$ cat src/rtl/laser_beacon_tracker.sv
// Quadrature turret tracker: 4x decode, index-zeroed position, and per-revolution
// beam edge capture into a frame. Optional revolution timeout via LASER_TRACK_TIMEOUT_EN.
module laser_beacon_tracker #(
  parameter int CNT_W       = 16,
  parameter int MAX_BEACONS = 4,
  parameter int FILT_LEN    = 3,
  parameter int TIMEOUT     = 100000
) (
  input  logic                                 clk,
  input  logic                                 reset,
  input  logic                                 opto,
  input  logic                                 code_a,
  input  logic                                 code_b,
  input  logic                                 laser,
  output logic [CNT_W-1:0]                     pos,
  output logic [MAX_BEACONS*CNT_W-1:0]         rise_pos,
  output logic [MAX_BEACONS*CNT_W-1:0]         fall_pos,
  output logic [$clog2(MAX_BEACONS+1)-1:0]     n_beacons,
  output logic                                 overflow,
  output logic                                 frame_valid,
  output logic                                 quad_err,
  output logic                                 stale
);

  localparam int NB_W   = $clog2(MAX_BEACONS + 1);
  localparam int SLOT_W = (MAX_BEACONS > 1) ? $clog2(MAX_BEACONS) : 1;
  localparam int FC_W   = $clog2(FILT_LEN + 1);

  // Bit order of the conditioned inputs: {laser, code_b, code_a, opto}
  logic [3:0]      raw, sync1, sync2, filt, filt_p;
  logic [FC_W-1:0] fcnt [4];

  assign raw = {laser, code_b, code_a, opto};

  always_ff @(posedge clk) begin
    if (reset) begin
      sync1  <= '0;
      sync2  <= '0;
      filt   <= '0;
      filt_p <= '0;
      for (int unsigned i = 0; i < 4; i++) fcnt[i] <= '0;
    end else begin
      sync1  <= raw;
      sync2  <= sync1;
      filt_p <= filt;
      for (int unsigned i = 0; i < 4; i++) begin
        if (sync2[i] == filt[i]) begin
          fcnt[i] <= '0;
        end else if (32'(fcnt[i]) == FILT_LEN - 1) begin
          filt[i] <= sync2[i];
          fcnt[i] <= '0;
        end else begin
          fcnt[i] <= fcnt[i] + 1'b1;
        end
      end
    end
  end

  logic       idx, lrise, lfall, fwd, rev, jump;
  logic [1:0] ab, ab_p;

  assign idx   = filt[0] & ~filt_p[0];
  assign lrise = filt[3] & ~filt_p[3];
  assign lfall = ~filt[3] & filt_p[3];
  assign ab    = {filt[1], filt[2]};
  assign ab_p  = {filt_p[1], filt_p[2]};
  assign jump  = (ab ^ ab_p) == 2'b11;

  always_comb begin
    fwd = 1'b0;
    rev = 1'b0;
    case ({ab_p, ab})
      4'b0001, 4'b0111, 4'b1110, 4'b1000: fwd = 1'b1;
      4'b0100, 4'b1101, 4'b1011, 4'b0010: rev = 1'b1;
      default: ;
    endcase
  end

  logic [CNT_W-1:0]  wrise [MAX_BEACONS];
  logic [CNT_W-1:0]  wfall [MAX_BEACONS];
  logic [NB_W-1:0]   wp, wp_eff;
  logic [SLOT_W-1:0] slot;
  logic              open, open_eff, wovf;
  logic [CNT_W-1:0]  cap;

  // An index in the same cycle as a beam edge starts the new revolution first,
  // so the edge sees an empty table and position 0.
  assign wp_eff   = idx ? '0 : wp;
  assign open_eff = open & ~idx;
  assign cap      = idx ? '0 : pos;
  assign slot     = wp_eff[SLOT_W-1:0];

  always_ff @(posedge clk) begin
    if (reset) begin
      pos         <= '0;
      rise_pos    <= '0;
      fall_pos    <= '0;
      n_beacons   <= '0;
      overflow    <= 1'b0;
      frame_valid <= 1'b0;
      quad_err    <= 1'b0;
      wp          <= '0;
      open        <= 1'b0;
      wovf        <= 1'b0;
      for (int unsigned k = 0; k < MAX_BEACONS; k++) begin
        wrise[k] <= '0;
        wfall[k] <= '0;
      end
    end else begin
      frame_valid <= idx;
      if (jump) quad_err <= 1'b1;

      if (idx)      pos <= '0;
      else if (fwd) pos <= pos + 1'b1;
      else if (rev) pos <= pos - 1'b1;

      if (idx) begin
        for (int unsigned k = 0; k < MAX_BEACONS; k++) begin
          rise_pos[k*CNT_W +: CNT_W] <= (k < 32'(wp)) ? wrise[k] : '0;
          fall_pos[k*CNT_W +: CNT_W] <= (k < 32'(wp)) ? wfall[k] : '0;
        end
        n_beacons <= wp;
        overflow  <= wovf;
        wp        <= '0;
        open      <= 1'b0;
        wovf      <= 1'b0;
      end

      if (lrise) begin
        if (int'(wp_eff) < MAX_BEACONS) begin
          wrise[slot] <= cap;
          open        <= 1'b1;
        end else begin
          wovf <= 1'b1;
        end
      end

      if (lfall && open_eff) begin
        wfall[slot] <= cap;
        open        <= 1'b0;
        wp          <= wp_eff + 1'b1;
      end
    end
  end

`ifdef LASER_TRACK_TIMEOUT_EN
  localparam int TM_W = $clog2(TIMEOUT + 1);
  logic [TM_W-1:0] timer;

  always_ff @(posedge clk) begin
    if (reset)                        timer <= '0;
    else if (idx)                     timer <= '0;
    else if (32'(timer) != TIMEOUT)   timer <= timer + 1'b1;
  end

  assign stale = (32'(timer) == TIMEOUT);
`else
  logic unused_timeout;
  assign unused_timeout = ^TIMEOUT;
  assign stale = 1'b0;
`endif

endmodule

$ cat config.mk
export PLATFORM = sky130hd
export DESIGN_NAME = laser_beacon_tracker
export DESIGN_NICKNAME = d
export VERILOG_FILES = /design/src/rtl/laser_beacon_tracker.sv
export SDC_FILE = /design/constraint.sdc
export NUM_CORES = 1
export LEC_CHECK = 0
export ABC_AREA = 1
export CAP_MARGIN = 10
export CORE_MARGIN = 1
export CORE_UTILIZATION = 49
export DETAILED_ROUTE_END_ITERATION = 12
export PLACE_DENSITY = 0.75
export SYNTH_ARGS = -nofsm -noshare
export SYNTH_HDL_FRONTEND = slang
export SYNTH_SLANG_ARGS = --single-unit
$ cat constraint.sdc
create_clock -name clk -period 2.75 [get_ports clk]
set_clock_uncertainty 0.15 [all_clocks]
set_input_delay 0.55 -clock clk [delete_from_list [all_inputs] [get_ports clk]]
set_output_delay 0.55 -clock clk [all_outputs]
set_load 0.02 [all_outputs]
* Word level (Yosys, flattened, before mapping)
Memory sizes are Yosys's and may differ from the RTL's.
Index checks and enable logic that the tools add are counted.
** Cells by class
- Equal/unequal tests :: 17
- Bitwise operators :: 25
- Add/sub/neg operators :: 7
- Divide/modulo/power cells :: 0
- Reductions and logical operators :: 12
- Multiplexer cells :: 92
- $mul :: 0
- Shifts and indexed selects :: 0
- Magnitude comparators :: 5
** Operator list (number)
- 2-to-1 mux 16 bit :: 13
- 2-to-1 mux 1 bit :: 63
- OR reduction 16 bit :: 2
- 2-to-1 mux 2 bit :: 14
- adder 16 x 1 -> 16 bit, second input constant :: 1
- == test 4 bit, second input constant :: 4
- subtractor 16 x 1 -> 16 bit, second input constant :: 1
- OR 1 bit :: 12
- == test 2 bit, second input constant :: 5
- adder 2 x 1 -> 2 bit, second input constant :: 4
- == test 4 x 3 -> 1 bit, second input constant :: 2
- NOT 1 bit :: 8
- AND reduction 2 bit :: 4
- OR reduction 4 bit :: 2
- < comparator 1 x 3 -> 1 bit, first input constant :: 2
- < comparator 2 x 3 -> 1 bit, first input constant :: 2
- 2-to-1 mux 3 bit :: 2
- bitwise AND 1 bit :: 4
- == test 1 bit :: 4
- == test 4 x 1 -> 1 bit, second input constant :: 1
- == test 4 x 2 -> 1 bit, second input constant :: 1
- OR reduction 2 bit :: 2
- adder 3 x 1 -> 3 bit, second input constant :: 1
- < comparator 3 bit, second input constant :: 1
- 3 further kinds :: 3
** Word-level totals
- Bits in read-only memories :: 0
- Flip-flop bits (word level) :: 171
- Memories kept :: 3
- Logic and storage cells :: 178
- Bits in latches :: 0
- Output and inout port bits :: 151
- Bits in writable memories :: 136
** Memories
- wfall :: words 4, width 16, read ports 4, clocked after memory_dff 0, write ports 4, RTL line 80 : logic [CNT_W-1:0] wfall [MAX_BEACONS];
- wrise :: words 4, width 16, read ports 4, clocked after memory_dff 0, write ports 4, RTL line 79 : logic [CNT_W-1:0] wrise [MAX_BEACONS];
- fcnt :: words 4, width 2, read ports 4, clocked after memory_dff 0, write ports 4, RTL line 31 : logic [FC_W-1:0] fcnt [4];

* Longest topological paths before layout
Gate-level depths: netlist (run 1).
- Depth in word-level cells :: 10
- Depth in mapped cells :: 15

* Least setup slack after synthesis (run 1)
No wires, ideal clock.
- Path type :: register to register
- Start point :: register filt[0]
- End point :: memory wfall[2][0] (enable)
- Path slack :: 0.119 ns
- Period minus slack after synthesis :: 2.631 ns
- Required time :: 2.189 ns
- Library setup time :: 0.411 ns
- Stages on the path, launching flop included :: 8
- Data arrival time :: 2.070 ns
- Cells stage by stage :: dfxtp_1 -> inv_2 -> nor2_8 -> nor2_4 -> inv_2 -> nor2_1 -> inv_2 -> o21ai_0
** RTL lines
- start, declared :: RTL line 30 : logic [3:0] raw, sync1, sync2, filt, filt_p;
- start signal, assigned by index :: RTL line 50 : filt[i] <= sync2[i];
- end, declared :: RTL line 80

* Worst setup path after layout (run 1)
- Start point :: register filt[2]
- End point :: register pos[13]
** On the way
- Word-level cells in the longest chain between the ends :: 4
** RTL lines
- == test 4 x 1 -> 1 bit (tied with other cells) :: RTL line 72 : case ({ab_p, ab})
- OR reduction 4 bit :: RTL line 72
- 2-to-1 mux 1 bit :: RTL line 72
- 2-to-1 mux 16 bit / nonzero test 2 bit (equally long branches)
- end signal, assigned :: RTL line 114 : else if (fwd) pos <= pos + 1'b1;
- end signal, assigned :: RTL line 115 : else if (rev) pos <= pos - 1'b1;
- end, declared :: RTL line 15 : output logic [CNT_W-1:0] pos,
Several ways; a longest one is shown, not always the timed one.
A chain may end at the register's enable or synchronous reset.

==> impl_metrics.env, run 1 <==
export IMPL_setup_viol_count_final=0
export IMPL_ios=157
export IMPL_synth_area_um2=11800
export IMPL_place_hpwl_mm=18.4
export IMPL_path_max_fanout=7
export IMPL_wirelength_mm=27.9
export IMPL_drtPass1Iterations=5
export IMPL_slew_violations=0
export IMPL_tns_ns=0
export IMPL_cts_tree="built"
export IMPL_muxShareOfSynthArea_pct=0
export IMPL_setup_worst_path_start_class="flip-flop"
export IMPL_initial_core_util_pct=50.2
export IMPL_synthXorXnorAreaFrac_pct=0.370
export IMPL_synth_compound_area_share_pct=10.9
export IMPL_final_period_utilization_pct=90.9
export IMPL_port_buffers=155
export IMPL_final_cell_mix="239 x nand2_1, 171 x dfxtp_1, 155 x inv_1, 155 x clkdlybuf4s50_1, 139 x nor2_1"
export IMPL_hold_class="reg2reg"
export IMPL_syn_avg_cell_area_um2=9.97
export IMPL_ant_nets=0
export IMPL_dp_cells=1643
export IMPL_grt_pass1_wl_mm=43.6
export IMPL_die_x_um=157
export IMPL_vias=8714
export IMPL_worst_setup_path_type="reg2reg"
export IMPL_place_gp_congestion=0.908
export IMPL_drc=0
export IMPL_synth_cells=1185
export IMPL_relSlewSlack_pct=54.2
export IMPL_cts_inserted_buffers=30
export IMPL_cts_setup_buffers=0
export IMPL_path_common_cell="nand2_1"
export IMPL_rows=56
export IMPL_drt_iter0_drc=622
export IMPL_nets=1382
export IMPL_grt_pass1_vias=8133
export IMPL_cts_buffer_depth=3
export IMPL_synthAdderAreaFrac_pct=2.18
export IMPL_p_per_area_nw_per_um2=698
export IMPL_cp_cell_sequence="inv_1 -> nand2_1 -> nand2_1 -> nand2_2 -> buf_4 -> buf_4 -> ha_1 -> nand2_1 -> inv_1 -> nand2_1 -> nand2_1 -> a21oi_1 -> nand2_1 -> nand2_1 -> nand3_1 -> nand2_1 -> inv_1"
export IMPL_routed_via_density=5.13
export IMPL_cp_arrival_ns=2.80
export IMPL_core_area_um2=23500
export IMPL_drv_cap=0
export IMPL_synth_edff_count=136
export IMPL_cp_end_kind="flip-flop"
export IMPL_hold_ws_ns=0.250
export IMPL_path_delay_family="simple AND/OR/NAND/NOR gates"
export IMPL_power_w=0.0104
export IMPL_crit_slowest_cell="dfxtp_1"
export IMPL_h_tree_depth=1
export IMPL_antenna_found_initial=0
export IMPL_synth_warnings=0
export IMPL_synth_seq_cells=307
export IMPL_insertedDiodeCount=0
export IMPL_yosys_area_share_simple_pct=15.6
export IMPL_critPathMaxStageDelay_ns=0.36
export IMPL_ys_seq_area_share_pct=63.5
export IMPL_p_leak_nw=5.97
export IMPL_clock_sinks=307
export IMPL_crit_buf_inv=5
export IMPL_clockRootBuffer="clkbuf_16"
export IMPL_utilization_pct=63.1
export IMPL_async_flop_share_pct=0
export IMPL_overflow=0
export IMPL_max_freq_mhz=400
export IMPL_grt_start_max_net_pins=98
export IMPL_wl_per_cell_um=16.4
export IMPL_outcome="completed"
export IMPL_track_usage_pct=22.8
export IMPL_cp_required_ns=3.05
export IMPL_instances_no_fill=1699
export IMPL_finalCriticalPeriod_ns=2.50
export IMPL_drive_above_1_share_pct=7.39
export IMPL_worstSkewPairLatency_ns=0.54
export IMPL_peakVddDrop_mv=0.392
export IMPL_final_common_cell="nand2_1"
export IMPL_die_area_um2=24700
export IMPL_synthFlopType="dfxtp_1"
export IMPL_worst_pin_slew_ns=0.685
export IMPL_synth_distinct_cells=36
export IMPL_clkTransAtPathRegs_ns=0.07
export IMPL_die_h_um=157
export IMPL_finalHoldViolCount=0
export IMPL_rsz0062_at_grt="no"
export IMPL_synth_top_family_by_area="simple AND/OR/NAND/NOR gates"
export IMPL_area_growth_pct=25.6
-- path summary, 6_finish.rpt --
kind             from        to  slack [ns]  cells after the start
max reg2reg   filt[2]   pos[13]        0.25                     17
min reg2reg  sync1[2]  sync2[2]        0.25                      2
max           filt[2]   pos[13]        0.25                     17
min          sync1[2]  sync2[2]        0.25                      2
-- power by group --
part	leakage [nW]	internal, W	switching [W]	total (W)
clock	0.498	0.00248	0.00166	0.00415
sequential	2.79	0.00488	0.0000872	0.00497
combinational	2.68	0.000408	0.000847	0.00125
total	5.97	0.00777	0.00260	0.0104
-- worst register-to-register path, cell delays in order, from the launching register on --
cell and delay [ns]:
dfxtp_1 0.36, inv_1 0.13, nand2_1 0.06, nand2_1 0.09, nand2_2 0.15, buf_4 0.21, buf_4 0.15, ha_1 0.33
nand2_1 0.17, inv_1 0.06, nand2_1 0.06, nand2_1 0.05, a21oi_1 0.15, nand2_1 0.07, nand2_1 0.05, nand3_1 0.06
nand2_1 0.06, inv_1 0.03
-- kinds of logic (layout without fill, tap and decap cells) --
family	count (synthesis)	in the layout
buffers and inverters	220	408
AO/OA/AOI/OAI	188	188
adder cells (fa/ha/maj)	20	20
flip-flops	307	307
other	2	9
XOR/XNOR	5	5
AND/OR/NAND/NOR	443	443
-- state kept, by name (all words and copies together), names as in the netlist --
| register | flops |
|---|---|
| fall_pos | 64 |
| fcnt | 8 |
| filt | 4 |
| filt_p | 4 |
| frame_valid | 1 |
| n_beacons | 3 |
| open | 1 |
| overflow | 1 |
| pos | 16 |
| quad_err | 1 |
| rise_pos | 64 |
| sync1 | 4 |
| sync2 | 4 |
| wfall | 64 |
| wovf | 1 |
| wp | 3 |
| wrise | 64 |
-- metrics by stage --
stage | instance area, µm² | setup slack (ns)
6_report | 14800 | 0.251
5_1_grt | 14800 | 0.00745
4_1_cts | 14800 | 0.153
3_5_place_dp | 13800 | 0.157
3_3_place_gp | 13800 | 0.207
2_1_floorplan | 11800 | 0.119
-- routing by layer --
| metal | part of all wire [%] | GRT usage [%] |
|---|---|---|
| met2 | 47 | 37.6 |
| met4 | 2.3 | 6.56 |
| met3 | 6.6 | 2.67 |
| met5 | 0 | 0 |
| met1 | 44 | 31.8 |
-- synthesized netlist by cell type, types with 2 or more instances --
cell | number | share of area, %
nand2_1 | 240 | 7.6
dfxtp_1 | 171 | 29
inv_1 | 155 | 4.9
nor2_1 | 140 | 4.4
edfxtp_1 | 136 | 35
o21ai_0 | 84 | 3.6
a32o_1 | 64 | 5.4
clkbuf_1 | 30 | 0.95
buf_2 | 24 | 1.0
nand3_1 | 24 | 1.0
a21oi_1 | 23 | 0.97
ha_1 | 19 | 2.0
nor3_1 | 18 | 0.76
o211ai_1 | 8 | 0.51
o21ai_1 | 6 | 0.25
buf_4 | 5 | 0.32
inv_2 | 5 | 0.16
nand2_2 | 4 | 0.21
xnor2_1 | 4 | 0.30
nand4_1 | 3 | 0.16
nor2_4 | 3 | 0.29
conb_1 | 2 | 0.064
nand3_4 | 2 | 0.30
nand3b_1 | 2 | 0.13
or2_2 | 2 | 0.11
-- layout make-up --
cell class              count  area (µm²)
repair buffers            191        1850
well taps                 319         399
inverters                 161         606
fillers                  1909        8690
clock inverters            18         195
multi-input cells         665        3470
flip-flops and latches    307        7510
clock buffers              38         822
-- timing repair --
item                                    in CTS  in global routing
hold endpoints to repair                     0                  0
endpoints found under the setup margin       0                  6
gates resized for setup                      0                  1
hold buffers                                 0                  0
Note: power is estimated with default switching activity, not from simulation.
==> run 2, diff against run 1 <==
- CTS_CLUSTER_SIZE: default -> 12
==> impl_metrics.env, run 2 (synthesis gave the netlist of run 1 again) <==
export IMPL_outcome="completed"
export IMPL_path_max_fanout=7
export IMPL_instances_no_fill=1701
export IMPL_cp_required_ns=3.04
export IMPL_cts_buffer_depth=3
export IMPL_slew_violations=0
export IMPL_critPathMaxStageDelay_ns=0.36
export IMPL_drive_above_1_share_pct=7.09
export IMPL_hold_class="reg2reg"
export IMPL_area_growth_pct=25.0
export IMPL_nFillCells=1921
export IMPL_finalHoldViolCount=0
export IMPL_drv_cap=0
export IMPL_die_area_um2=24700
export IMPL_relSlewSlack_pct=54.9
export IMPL_r2r_end="pos[13]"
export IMPL_seqCellArea_um2=7510
export IMPL_critical_path_depth=17
export IMPL_power_frac_seq_pct=49.3
export IMPL_die_h_um=157
export IMPL_finalCriticalPeriod_ns=2.53
export IMPL_p_sw_share_pct=25.4
export IMPL_p_leak_nw=5.92
export IMPL_p_per_area_nw_per_um2=683
export IMPL_ff2ff_path_depth=17
export IMPL_core_area_um2=23500
export IMPL_max_freq_mhz=396
export IMPL_p_int_w=0.00753
export IMPL_ios=157
export IMPL_clock_sinks=307
export IMPL_r2r_slack_ns=0.22
export IMPL_endpoint="pos[13]"
export IMPL_ant_nets=0
export IMPL_place_hpwl_mm=18.4
export IMPL_clkTransAtPathRegs_ns=0.06
export IMPL_port_buffers=155
export IMPL_setup_viol_count_final=0
export IMPL_r2r_start="filt[2]"
export IMPL_crit_slowest_cell="dfxtp_1"
export IMPL_hold_depth=2
export IMPL_setup_worst_path_start_class="flip-flop"
export IMPL_rows=56
export IMPL_cp_end_kind="flip-flop"
export IMPL_worst_pin_slew_ns=0.675
export IMPL_grt_start_max_net_pins=98
export IMPL_place_gp_congestion=0.908
export IMPL_vias=8728
export IMPL_drt_iter0_drc=633
export IMPL_crit_path_start="filt[2]"
export IMPL_path_delay_family="simple AND/OR/NAND/NOR gates"
export IMPL_initial_core_util_pct=50.2
export IMPL_overflow=0
export IMPL_grt_pass1_wl_mm=43.6
export IMPL_dp_cells=1643
export IMPL_worstSkewPairLatency_ns=0.54
export IMPL_p_sw_w=0.00256
export IMPL_peakVddDrop_mv=0.353
export IMPL_final_common_cell="nand2_1"
export IMPL_cts_inserted_buffers=31
export IMPL_crit_buf_inv=5
export IMPL_tns_ns=0
export IMPL_cp_arrival_ns=2.81
export IMPL_clock_power_share_pct=38.3
export IMPL_drtPass1Iterations=5
export IMPL_cts_tree="built"
export IMPL_wirelength_mm=28.1
export IMPL_multi_input_area_um2=3470
export IMPL_grt_pass1_vias=8182
export IMPL_cp_cell_sequence="inv_1 -> nand2_1 -> nand2_1 -> nand2_2 -> buf_4 -> buf_4 -> ha_1 -> nand2_1 -> inv_1 -> nand2_1 -> nand2_1 -> a21oi_1 -> nand2_1 -> nand2_1 -> nand3_1 -> nand2_1 -> inv_1"
export IMPL_path_common_cell="nand2_1"
export IMPL_worst_setup_path_type="reg2reg"
export IMPL_cts_resized=0
export IMPL_drc=0
export IMPL_routed_via_density=5.13
export IMPL_track_usage_pct=22.9
export IMPL_insertedDiodeCount=0
export IMPL_final_period_utilization_pct=91.8
export IMPL_nets=1383
export IMPL_pwr_share_comb_pct=12.5
export IMPL_final_cell_mix="239 x nand2_1, 171 x dfxtp_1, 155 x inv_1, 155 x clkdlybuf4s50_1, 139 x nor2_1"
export IMPL_antenna_found_initial=0
export IMPL_cts_setup_buffers=0
export IMPL_clockRootBuffer="clkbuf_16"
export IMPL_die_x_um=157
export IMPL_h_tree_depth=1
export IMPL_rsz0062_at_grt="no"
export IMPL_postCtsHoldBufs=0
export IMPL_wl_per_cell_um=16.5
[run 2: cell count changes in the layout (fill, tap and decap cells not counted), sizes merged]
cell,delta
bufinv,-4
clkbuf,+17
clkinv,-12
inv,+1
[run 2: routing by layer]
layer | GRT usage [%] | vias up | routed length, µm
met2 | 38.0 | 273 | 13400
met4 | 6.56 | 0 | 561
li1 | - | 4270 | -
met3 | 2.51 | 39 | 1610
met5 | 0 | - | 0
met1 | 31.8 | 4146 | 12500
[run 2: layout make-up]
class	count	share of cell area (%)
sequential	307	50.8
inverter	161	4.10
clock inverter	3	0.178
clock buffer	55	6.20
timing repair buffer	191	12.5
tap	319	2.70
multi-input combinational	665	23.5
[run 2: power by group through the flow]
| stage | combinational, W | clock (W) | sequential (W) |
|---|---|---|---|
| final | 0.00126 | 0.00386 | 0.00497 |
| after global routing | 0.00141 | 0.00411 | 0.00499 |
| after CTS | 0.00125 | 0.00393 | 0.00497 |
| after detailed placement | 0.00124 | 0 | 0.00507 |
| after global placement | 0.00123 | 0 | 0.00507 |
| after floorplan | 0.000789 | 0 | 0.00508 |
[run 2: worst min path at each step]
stage,to,start
after CTS,sync2[2],sync1[2]
final,sync2[2],sync1[2]
after detailed placement,sync2[2],sync1[2]
after global placement,sync2[2],sync1[2]
after global routing,sync2[2],sync1[2]
after floorplan,sync2[0],sync1[0]
[run 2: tightest hold or removal path: cells and delay by family, from the launching register on]
kind / cells / cell delay, ns
buffers and inverters: 1 / 0.04
and+or+nand+nor: 1 / 0.03
DFF: 1 / 0.29
[run 2: through the flow]
step | total power (W) | hold WS [ns] | setup slack [ns] | utilization (%) | instance area, µm²
floorplan | 0.00587 | 0.238 | 0.119 | - | 11800
global placement | 0.00630 | 0.242 | 0.207 | 58.7 | 13800
detailed placement | 0.00631 | 0.245 | 0.157 | 58.7 | 13800
CTS | 0.0102 | 0.252 | 0.143 | 62.7 | 14800
global route | 0.0105 | 0.267 | 0.00266 | 62.8 | 14800
finish | 0.0101 | 0.250 | 0.225 | 62.8 | 14800
==> run 3, diff against run 2 <==
- GPL_ROUTABILITY_DRIVEN: default -> 0
==> impl_metrics.env, run 3 (synthesis gave the netlist of run 1 again) <==
export IMPL_outcome="completed"
export IMPL_tns_ns=0
export IMPL_clockRootBuffer="clkbuf_16"
export IMPL_cp_end_kind="flip-flop"
export IMPL_cp_required_ns=3.04
export IMPL_r2r_slack_ns=0.30
export IMPL_ff2ff_path_depth=13
export IMPL_clock_sinks=307
export IMPL_drive_above_1_share_pct=6.62
export IMPL_p_per_area_nw_per_um2=683
export IMPL_initial_core_util_pct=50.2
export IMPL_hold_depth=2
export IMPL_r2r_start="filt[2]"
export IMPL_drtPass1Iterations=5
export IMPL_met2_length_mm=13.5
export IMPL_final_cell_mix="239 x nand2_1, 171 x dfxtp_1, 155 x inv_1, 155 x clkdlybuf4s50_1, 139 x nor2_1"
export IMPL_overflow=0
export IMPL_cp_cell_sequence="inv_1 -> nand2_1 -> nand2_1 -> nand2_2 -> ha_1 -> or2_2 -> and2_1 -> nand3_1 -> nand3_1 -> nand2_1 -> nand3_1 -> nand2_1 -> inv_1"
export IMPL_core_area_um2=23500
export IMPL_top_layer="met4"
export IMPL_worst_pin_slew_ns=0.909
export IMPL_cp_arrival_ns=2.74
export IMPL_ant_nets=0
export IMPL_setup_viol_count_final=0
export IMPL_final_common_cell="nand2_1"
export IMPL_ios=157
export IMPL_drv_cap=0
export IMPL_finalCriticalPeriod_ns=2.45
export IMPL_path_common_cell="nand2_1"
export IMPL_area_growth_pct=24.5
export IMPL_r2r_end="pos[12]"
export IMPL_rows=56
export IMPL_cts_buffer_depth=3
export IMPL_wl_met1_mm=12.3
export IMPL_die_x_um=157
export IMPL_vias=8729
export IMPL_cts_setup_buffers=0
export IMPL_track_usage_pct=23.0
export IMPL_drt_iter0_drc=544
export IMPL_setup_worst_path_start_class="flip-flop"
export IMPL_cts_inserted_buffers=31
export IMPL_multi_input_area_um2=3470
export IMPL_antenna_found_initial=0
export IMPL_p_leak_nw=5.89
export IMPL_finalHoldViolCount=0
export IMPL_postCtsHoldBufs=0
export IMPL_min_from="sync1[1]"
export IMPL_max_freq_mhz=408
export IMPL_wirelength_mm=28.3
export IMPL_clkTransAtPathRegs_ns=0.06
export IMPL_routed_via_density=5.16
export IMPL_seqCellArea_um2=7510
export IMPL_hold_ws_ns=0.253
export IMPL_die_h_um=157
export IMPL_utilization_pct=62.5
export IMPL_cts_tree="built"
export IMPL_wl_per_cell_um=16.7
export IMPL_critPathMaxStageDelay_ns=0.43
export IMPL_insertedDiodeCount=0
export IMPL_dr_wl_met3_mm=1.59
export IMPL_relSlewSlack_pct=39.3
export IMPL_die_area_um2=24700
export IMPL_path_max_fanout=12
export IMPL_nets=1376
export IMPL_slew_violations=0
export IMPL_hold_class="reg2reg"
export IMPL_grt_pass1_wl_mm=43.8
export IMPL_port_buffers=155
export IMPL_final_period_utilization_pct=89.2
export IMPL_grt_start_max_net_pins=99
export IMPL_peakVddDrop_mv=0.490
export IMPL_grt_pass1_vias=8104
export IMPL_worst_setup_path_type="reg2reg"
export IMPL_h_tree_depth=1
export IMPL_hold_end="sync2[1]"
export IMPL_crit_slowest_cell="dfxtp_1"
export IMPL_place_hpwl_mm=18.3
export IMPL_nFillCells=1945
export IMPL_drc=0
export IMPL_worstSkewPairLatency_ns=0.54
## run 3: layout make-up
class	count	area share, %
clock inverters	4	0.162
well taps	319	2.71
repair buffers	184	12.3
flip-flops and latches	307	51.0
inverters	161	4.12
multi-input cells	665	23.6
clock buffers	53	6.11
## run 3: layer usage
| layer | vias to the layer above | global-route usage (%) |
|---|---|---|
| met4 | 0 | 7.21 |
| met5 | - | 0 |
| met1 | 4168 | 31.1 |
| li1 | 4244 | - |
| met2 | 265 | 38.2 |
| met3 | 52 | 3.00 |
## run 3: how the worst max path moves through the flow
stage | start | end | slack (ns) | depth (start not counted)
after floorplan | filt[0] | wfall[2][0] | 0.12 | 7
after global placement | filt[1] | pos[8] | 0.24 | 11
after detailed placement | filt[2] | pos[8] | 0.19 | 13
after CTS | filt[1] | pos[13] | 0.17 | 14
after global routing | filt[1] | pos[15] | -0.005 | 11
final | filt[2] | pos[12] | 0.30 | 13
## run 3: worst max-delay path: cells and delay by family (launching register included)
kind	cells	cell delay (ns)
fa+ha+maj	1	0.32
buf+inv	2	0.15
flops	1	0.43
simple gates	10	1.31
## run 3: timing repair
item / in CTS / in global routing
hold endpoints to repair: 0 / 0
endpoints found under the setup margin: 0 / 9
gates resized for setup: 0 / 1
## run 3: per-stage QoR
step                setup slack [ns]  instances  instance area [µm²]  power (W)
finish                         0.298       1693                14700     0.0100
global placement               0.239       1636                13800    0.00626
floorplan                      0.119       1192                11800    0.00587
CTS                            0.171       1693                14700     0.0101
global route                -0.00482       1693                14700     0.0105
detailed placement             0.186       1636                13800    0.00629
## run 3: where the power goes
group	switching, W	internal, W
Sequential	0.0000929	0.00488
Combinational	0.000835	0.000397
Clock	0.00164	0.00220
